File: src/rtl/mat_printer.sv
// mat_printer: snapshots an NxN result matrix on a rising c_valid and streams it as
// uppercase ASCII hex text, one row per CR/LF-terminated line, over a valid/ready byte port.
module mat_printer #(
   parameter int N      = 3,
   parameter int W      = 17,
   parameter int DIGITS = 5
) (
   input  logic               clk,
   input  logic               reset_n,
   input  logic               c_valid,
   input  logic [0:N*N*W-1]   C_mat,
   output logic [7:0]         tx_data,
   output logic               tx_valid,
   input  logic               tx_ready,
   output logic               busy,
   output logic               done
);
   localparam int RW = N > 1 ? $clog2(N) : 1;
   localparam int DW = DIGITS > 1 ? $clog2(DIGITS) : 1;
   localparam logic [RW-1:0] LAST_RC = RW'(N - 1);
   localparam logic [DW-1:0] LAST_D  = DW'(DIGITS - 1);
   typedef enum logic [2:0] {IDLE, DIGIT, SEP, CR, LF, FIN} state_t;
   state_t           state_q;
   logic [RW-1:0]    row_q, col_q;
   logic [DW-1:0]    dig_q;
   logic [0:N*N*W-1] snap_q;
   logic             cv_q;
   logic [7:0]       data_q;
   logic             valid_q, busy_q, done_q;
   logic             start, xfer;
   assign start    = c_valid & ~cv_q;
   assign xfer     = valid_q & tx_ready;
   assign tx_data  = data_q;
   assign tx_valid = valid_q;
   assign busy     = busy_q;
   assign done     = done_q;
   // Digit d of element k (d = 0 is the most significant hex digit), as ASCII.
   function automatic logic [7:0] char_at(input logic [0:N*N*W-1] m, input int k, input int d);
      logic [DIGITS*4-1:0] ext;
      logic [3:0]          nib;
      ext = (DIGITS*4)'(m[k*W +: W]);
      nib = 4'(ext >> ((DIGITS - 1 - d) * 4));
      return nib < 4'd10 ? 8'h30 + {4'h0, nib} : 8'h37 + {4'h0, nib};
   endfunction
   always_ff @(posedge clk or negedge reset_n) begin
      if (!reset_n) begin
         state_q <= IDLE;
         row_q   <= '0;
         col_q   <= '0;
         dig_q   <= '0;
         snap_q  <= '0;
         cv_q    <= 1'b0;
         data_q  <= 8'h00;
         valid_q <= 1'b0;
         busy_q  <= 1'b0;
         done_q  <= 1'b0;
      end else begin
         cv_q   <= c_valid;
         done_q <= 1'b0;
         case (state_q)
            IDLE: if (start) begin
               snap_q  <= C_mat;
               row_q   <= '0;
               col_q   <= '0;
               dig_q   <= '0;
               data_q  <= char_at(C_mat, 0, 0);
               valid_q <= 1'b1;
               busy_q  <= 1'b1;
               state_q <= DIGIT;
            end
            DIGIT: if (xfer) begin
               if (dig_q != LAST_D) begin
                  dig_q  <= dig_q + DW'(1);
                  data_q <= char_at(snap_q, int'(row_q) * N + int'(col_q), int'(dig_q) + 1);
               end else begin
                  dig_q   <= '0;
                  data_q  <= col_q != LAST_RC ? 8'h20 : 8'h0D;
                  state_q <= col_q != LAST_RC ? SEP : CR;
               end
            end
            SEP: if (xfer) begin
               col_q   <= col_q + RW'(1);
               data_q  <= char_at(snap_q, int'(row_q) * N + int'(col_q) + 1, 0);
               state_q <= DIGIT;
            end
            CR: if (xfer) begin
               data_q  <= 8'h0A;
               state_q <= LF;
            end
            LF: if (xfer) begin
               if (row_q != LAST_RC) begin
                  row_q   <= row_q + RW'(1);
                  col_q   <= '0;
                  data_q  <= char_at(snap_q, (int'(row_q) + 1) * N, 0);
                  state_q <= DIGIT;
               end else begin
                  valid_q <= 1'b0;
                  busy_q  <= 1'b0;
                  done_q  <= 1'b1;
                  data_q  <= 8'h00;
                  state_q <= FIN;
               end
            end
            FIN:     state_q <= IDLE;
            default: state_q <= IDLE;
         endcase
      end
   end
endmodule
File: config.mk
export PLATFORM = sky130hd
export DESIGN_NAME = mat_printer
export DESIGN_NICKNAME = d
export VERILOG_FILES = /design/src/rtl/mat_printer.sv
export SDC_FILE = /design/constraint.sdc
export NUM_CORES = 1
export LEC_CHECK = 0
export ABC_AREA = 1
export BUFFER_PORTS_ARGS = -buffer_cell sky130_fd_sc_hd__buf_2
export CELL_PAD_IN_SITES_DETAIL_PLACEMENT = 0
export CELL_PAD_IN_SITES_GLOBAL_PLACEMENT = 1
export CORE_UTILIZATION = 38
export DETAILED_ROUTE_END_ITERATION = 10
export PLACE_DENSITY_LB_ADDON = 0.1
export SETUP_SLACK_MARGIN = 0.15
export SYNTH_ARGS = -nofsm -noshare
export SYNTH_HDL_FRONTEND = slang
export SYNTH_SLANG_ARGS = --single-unit
File: constraint.sdc
create_clock -name clk -period 4.2 [get_ports clk]
set_clock_uncertainty 0.2 [all_clocks]
set_input_delay 0.42 -clock clk [delete_from_list [all_inputs] [get_ports clk]]
set_output_delay 0.42 -clock clk [all_outputs]
set_load 0.03 [all_outputs]
==> impl_metrics.tcl, run 1 <==
set metrics [dict create \
    synth_compound_area_frac 0.208 \
    drt_iter0_drc 2566 \
    muxShareOfSynthArea 0.0241 \
    drive_gt1_frac 0.206 \
    hold_path.class "input pin to register" \
    ys_types 56 \
    synth_edf_count 0 \
    area.growth.synth_to_final_pct 34.0 \
    clock_path_buffers 2 \
    io_buffers 166 \
    routed-wl-met3_um 9770 \
    yosysTopAreaCellShare 0.284 \
    dpl.cell_count 3143 \
    p_leak_nw 9.95 \
    grt_antenna_before_repair 2 \
    fin_nets 2990 \
    cts.sinks 173 \
    synth-async-reset-ratio 1.00 \
    maxCapViolCount 0 \
    synth_top_family_by_area "simple AND/OR/NAND/NOR gates" \
    hold_slack_ns 0.0341 \
    slowest_stage "ha_2" \
    yosys.area_share.adder 0.0166 \
    tightest_slew_ns 1.44 \
    fillers 4000 \
    clock_latency_ns 0.50 \
    grt_overflow 0 \
    crit_buf_inv 5 \
    regToRegSetupSlack_ns 0.02 \
    utilization 0.522 \
    ys_seq_area_frac 0.284 \
    design.core.area_um2 39100 \
    path_max_fanout 24 \
    synthesis.area_um2 15200 \
    cp-start-kind "register" \
    r2r_end "tx_data[0]" \
    cts_root_buffer "clkbuf_16" \
    drt-total-wl_um 81500 \
    fmax_mhz 239 \
    setup_viol 0 \
    crit_arrival_ns 4.38 \
    htreeDepth 4 \
    dr.pass1.iters 8 \
    worst_setup_path_end_kind "register" \
    clkTransAtPathRegs_ns 0.09 \
    start_util 0.389 \
    clockPowerShare 0.462 \
    row_count 72 \
    numCtsBuffers 17 \
    yosys.area_share.simple 0.356 \
    highest_layer "met5" \
    drc 0 \
    status "complete, no violations" \
    routed_via_density 5.91 \
    wl_met2_um 32700 \
    grt_use_total 0.401 \
    ant_nets 0 \
    synth.net_count 2608 \
    synthTopCellsByArea "dfrtp_1 (28%), nand2_1 (15%), nand3_1 (12%)" \
    die_w_um 202 \
    crit_chain "inv_2 > buf_4 > ha_2 > inv_2 > nor2_1 > inv_2 > nand2_1 > buf_4 > o21ai_0 > o22ai_1 > o211ai_1 > nand3_1 > nand3_1 > nand3_1 > nand2_1 > nand2_1 > nor2_1 > nand2_1 > nand2_1 > nand2_1" \
    grt_pass1_vias 18700 \
    fin_crit_ns 4.18 \
    die_h_um 202 \
    grt_pass1_wl_um 121000 \
    finalWeightedCongestion 1.09 \
    cpPeakStageDelay_ns 0.47 \
    crit_family "simple AND/OR/NAND/NOR gates" \
    combPwrFrac 0.065 \
    finalHoldViolations 0 \
    avgSynthCellArea_um2 6.26 \
    syn_inst 2432 \
    period_share 0.995 \
    critical_path_class "register to register" \
    ios 168 \
    cp.required_ns 4.40 \
    ys_warn_count 0 \
    power_switching_w 0.000934 \
    stdcell_count 3345 \
    grt_max_degree 88 \
    synth_common_cells "nand2_1 (597), nand3_1 (377), nor2_1 (246)" \
    maxSlewHeadroom 0.0319 \
    met1_length_um 36400 \
    min-delay-start "C_mat[80]" \
    swShare 0.265 \
    reg2reg_depth 20 \
    p_per_area_nw_per_um2 173 \
    routedWlPerCell_um 24.4 \
    min_to "snap_q[80]" \
    dr_total_vias 19800 \
    min_path_cells 3 \
    die_area_um2 40900 \
    synth.largest_area_cell "dfrtp_1" \
    synth.most_common_cell "nand2_1" \
    ir_drop_mv 0.349 \
    dp_hpwl_um 62600 \
    reg2reg_from "row_q[0]" \
    cpMostUsedCell "nand2_1" \
    p_int_w 0.00259 \
    synth_xor_area_frac 0.00230 \
    ys_ff_latch 173 \
    ys.flop_type "dfrtp_1" \
    slew_viol_final 0 \
    rsz0062_at_grt "yes" \
    seq_power_share 0.472 \
    cts_tree "built" \
]
## cell usage in the layout (no fill, tap or decap), types with 20 or more instances in the layout
cell type and n:
buf_4 171, nand3_1 357, o21ai_0 125, o22ai_1 46
o221ai_1 22, dfrtp_1 173, nand2_2 22, o21ai_1 41
buf_2 165, nand2_1 576, dlygate4sd3_1 150, buf_12 25
mux2_2 29, nand3_2 20, a21oi_1 208, inv_1 181
nor2_1 232, o211ai_1 48
## layout make-up
type | count | area, um2 | area share
clock buffers | 18 | 429 | 0.0210
well taps | 518 | 648 | 0.0318
multi-input cells | 1884 | 9680 | 0.475
diodes | 1 | 2.50 | 0.000123
inverters | 206 | 798 | 0.0391
clock inverters | 13 | 124 | 0.00607
repair buffers | 532 | 4380 | 0.215
flip-flops and latches | 173 | 4330 | 0.212
## repair_timing
action,in CTS,in global routing
pin swaps,45,14
hold endpoints to repair,223,0
hold buffers,150,0
buffers inserted,17,2
setup endpoints to repair,7,7
resized for setup,128,14
cloned,1,0
## power by group through the flow
stage          Combinational (W)  Sequential, W  Clock [W]
2_1_floorplan         0.00000355        0.00170          0
3_3_place_gp            0.000116        0.00170          0
3_5_place_dp            0.000119        0.00170          0
4_1_cts                 0.000228        0.00166    0.00166
5_1_grt                 0.000251        0.00166    0.00169
6_report                0.000231        0.00166    0.00163
## flip-flops by register name (all words and copies together), names as in the netlist
| signal | cells |
|---|---|
| tx_data | 7 |
| cv_q | 1 |
| row_q | 2 |
| col_q | 2 |
| dig_q | 3 |
| done | 1 |
| state_q | 3 |
| busy | 1 |
| snap_q | 153 |
## worst reg2reg max path, stage by stage (launching register included)
cell      delay, ns
dfrtp_1        0.40
inv_2          0.08
buf_4          0.33
ha_2           0.47
inv_2          0.12
nor2_1         0.07
inv_2          0.11
nand2_1        0.09
buf_4          0.19
o21ai_0        0.44
o22ai_1        0.28
o211ai_1       0.24
nand3_1        0.27
nand3_1        0.21
nand3_1        0.09
nand2_1        0.08
nand2_1        0.12
nor2_1         0.12
nand2_1        0.07
nand2_1        0.06
nand2_1        0.05
## metrics by stage
stage / area [um2] / TNS (ns) / setup slack (ns) / total power [W]
2_1_floorplan: 15300 / 0 / 0.156 / 0.00170
3_3_place_gp: 17700 / -1.21 / -0.308 / 0.00181
3_5_place_dp: 17700 / -1.46 / -0.340 / 0.00182
4_1_cts: 20300 / 0 / 0.0818 / 0.00355
5_1_grt: 20400 / -1.02 / -0.195 / 0.00360
6_report: 20400 / 0 / 0.0197 / 0.00353
## per-layer routing
layer / vias up / track usage
met5: - / 0.0202
li1: 8972 / -
met4: 4 / 0.135
met1: 9451 / 0.593
met3: 139 / 0.108
met2: 1192 / 0.553
## cell families after synthesis
group	Yosys count
AOI/OAI and AO/OA	554
xor gates and xnor gates	4
adders and majority gates	19
buffers and inverters	375
DFF	173
muxes	33
other	1
and+or+nand+nor	1273
## worst max path at each step
stage	from	depth (start not counted)	slack, ns	endpoint
finish	row_q[0]	20	0.02	tx_data[0]
global route	row_q[0]	29	-0.19	tx_data[1]
CTS	row_q[1]	29	0.08	tx_data[1]
detailed placement	row_q[1]	26	-0.34	tx_data[1]
global placement	row_q[1]	24	-0.31	tx_data[1]
floorplan	row_q[0]	27	0.16	tx_data[0]
No activity file was read; power rests on OpenSTA's default activity.
==> inputs of run 2 (changes only) <==
--- a/config.mk
+++ b/config.mk
@@ -9,6 +9,7 @@
 export BUFFER_PORTS_ARGS = -buffer_cell sky130_fd_sc_hd__buf_2
 export CELL_PAD_IN_SITES_DETAIL_PLACEMENT = 0
 export CELL_PAD_IN_SITES_GLOBAL_PLACEMENT = 1
+export CORE_ASPECT_RATIO = 1.1
 export CORE_UTILIZATION = 38
 export DETAILED_ROUTE_END_ITERATION = 10
 export PLACE_DENSITY_LB_ADDON = 0.1
==> run 2 against run 1 <==
  * The run now ends with setup timing left
  * Critical path depth is 8 higher
  * Sequential power hardly changed
  * Non-clock buffer count is 37 lower
  * Hold slack worse by 0.019 ns
  * Sequential cell count stayed put
  * Critical path type unchanged
==> impl_metrics.tcl, run 2 (same netlist as run 1, synthesis figures left out) <==
set metrics [dict create \
    status "finished with violations" \
    violations "setup timing" \
    hold_path.class "input pin to register" \
    cts_tree "built" \
    die_h_um 212 \
    p_leak_nw 9.84 \
    reg2reg_from "row_q[0]" \
    maxSlewHeadroom 0.390 \
    mostFrequentLayoutCells "nand2_1 (587), nand3_1 (364), nor2_1 (237)" \
    worst_setup_path_end_kind "register" \
    cts.sinks 173 \
    drt-total-wl_um 80300 \
    crit_buf_inv 9 \
    routed_via_density 5.86 \
    grt_pass1_wl_um 117000 \
    design.core.area_um2 39400 \
    die_w_um 193 \
    io_buffers 166 \
    slew_viol_final 0 \
    cpPeakStageDelay_ns 0.70 \
    row_count 76 \
    rsz0062_at_grt "yes" \
    crit_family "adder cells" \
    maxCapViolCount 0 \
    reg2reg_depth 28 \
    area.growth.synth_to_final_pct 30.8 \
    cp.required_ns 4.40 \
    clock_path_buffers 2 \
    cpMostUsedCell "nand3_1" \
    dr_total_vias 19300 \
    ir_drop_mv 0.287 \
    grt_antenna_before_repair 2 \
    p_per_area_nw_per_um2 169 \
    regMostFlops "snap_q" \
    fin_nets 2954 \
    crit_arrival_ns 4.53 \
    fin_crit_ns 4.33 \
    min_to "snap_q[140]" \
    routedWlPerCell_um 24.3 \
    numCtsBuffers 17 \
    htreeDepth 4 \
    critical_path_class "register to register" \
    dr.pass1.iters 6 \
    finalHoldViolations 0 \
    drc 0 \
    min_path_cells 3 \
    fillers 4122 \
    post-place-ws_ns -0.392 \
    period_share 1.03 \
    drive_gt1_frac 0.211 \
    regToRegSetupSlack_ns -0.13 \
    clock_latency_ns 0.47 \
    tns_ns -0.546 \
    utilization 0.506 \
    die_area_um2 40900 \
    clkTransAtPathRegs_ns 0.07 \
    stdcell_count 3299 \
    dp_hpwl_um 63600 \
    fmax_mhz 231 \
    slowest_stage "fa_2" \
    r2r_end "tx_data[1]" \
    grt_pass1_vias 18000 \
    tightest_slew_ns 0.905 \
    grt_use_total 0.396 \
    ant_nets 0 \
    cts_root_buffer "clkbuf_16" \
    path_max_fanout 7 \
    setup_viol 6 \
    grt_overflow 0 \
    drt_iter0_drc 2354 \
    setup_ws_ns -0.128 \
    finalWeightedCongestion 1.08 \
    ios 168 \
    grt_max_degree 96 \
    min-delay-start "C_mat[140]" \
    cp-start-kind "register" \
    start_util 0.387 \
    largest_reg_flops 153 \
    dpl.cell_count 3170 \
    final_common_cell "nand2_1" \
]
-- run 2: layout make-up --
class / instances / area (um2) / area share
Tap cell: 507 / 634 / 0.0319
Inverter: 206 / 807 / 0.0405
Clock inverter: 11 / 85.1 / 0.00427
Multi-Input combinational cell: 1884 / 9590 / 0.482
Timing Repair inverter: 1 / 8.76 / 0.000440
Antenna cell: 1 / 2.50 / 0.000126
Clock buffer: 21 / 470 / 0.0236
Timing Repair Buffer: 495 / 3980 / 0.200
Sequential cell: 173 / 4330 / 0.217
-- run 2: timing repair --
action	4_1_cts	5_1_grt
pin swaps	20	20
hold buffers	75	0
resized for setup	68	39
gates cloned	1	1
hold endpoints to repair	156	0
setup endpoints to repair	7	7
buffers inserted	13	6
-- run 2: how the worst max path moves through the flow --
stage                   from    endpoint  slack, ns  cells past startpoint
finish              row_q[0]  tx_data[1]      -0.13                     28
global route        row_q[0]  tx_data[1]      -0.33                     32
CTS                 row_q[1]  tx_data[1]      -0.05                     30
detailed placement  row_q[0]  tx_data[1]      -0.39                     28
global placement    row_q[1]  tx_data[1]      -0.40                     28
floorplan           row_q[0]  tx_data[0]       0.16                     27
-- run 2: through the flow --
step	power, W	hold slack (ns)	instance area, um2
finish	0.00337	0.0156	19900
global route	0.00345	0.0172	19900
CTS	0.00340	0.000379	19700
detailed placement	0.00181	0.281	18000
global placement	0.00181	0.289	18000
floorplan	0.00170	-0.0756	15300
-- run 2: tightest hold or removal path: stages --
cell and delay, ns:
buf_2 0.08, nor2_1 0.04, a21oi_1 0.10
-- run 2: routing by layer --
| metal | track usage | wire, um |
|---|---|---|
| met5 | 0 | 17 |
| met4 | 0.157 | 3100 |
| met3 | 0.110 | 9320 |
| met2 | 0.543 | 32300 |
| met1 | 0.575 | 35600 |
-- run 2: power by group --
group / internal (W) / switching, W
Sequential: 0.00167 / 0.000000123
Clock: 0.000809 / 0.000733
Combinational: 0.0000994 / 0.0000677
Total: 0.00257 / 0.000801
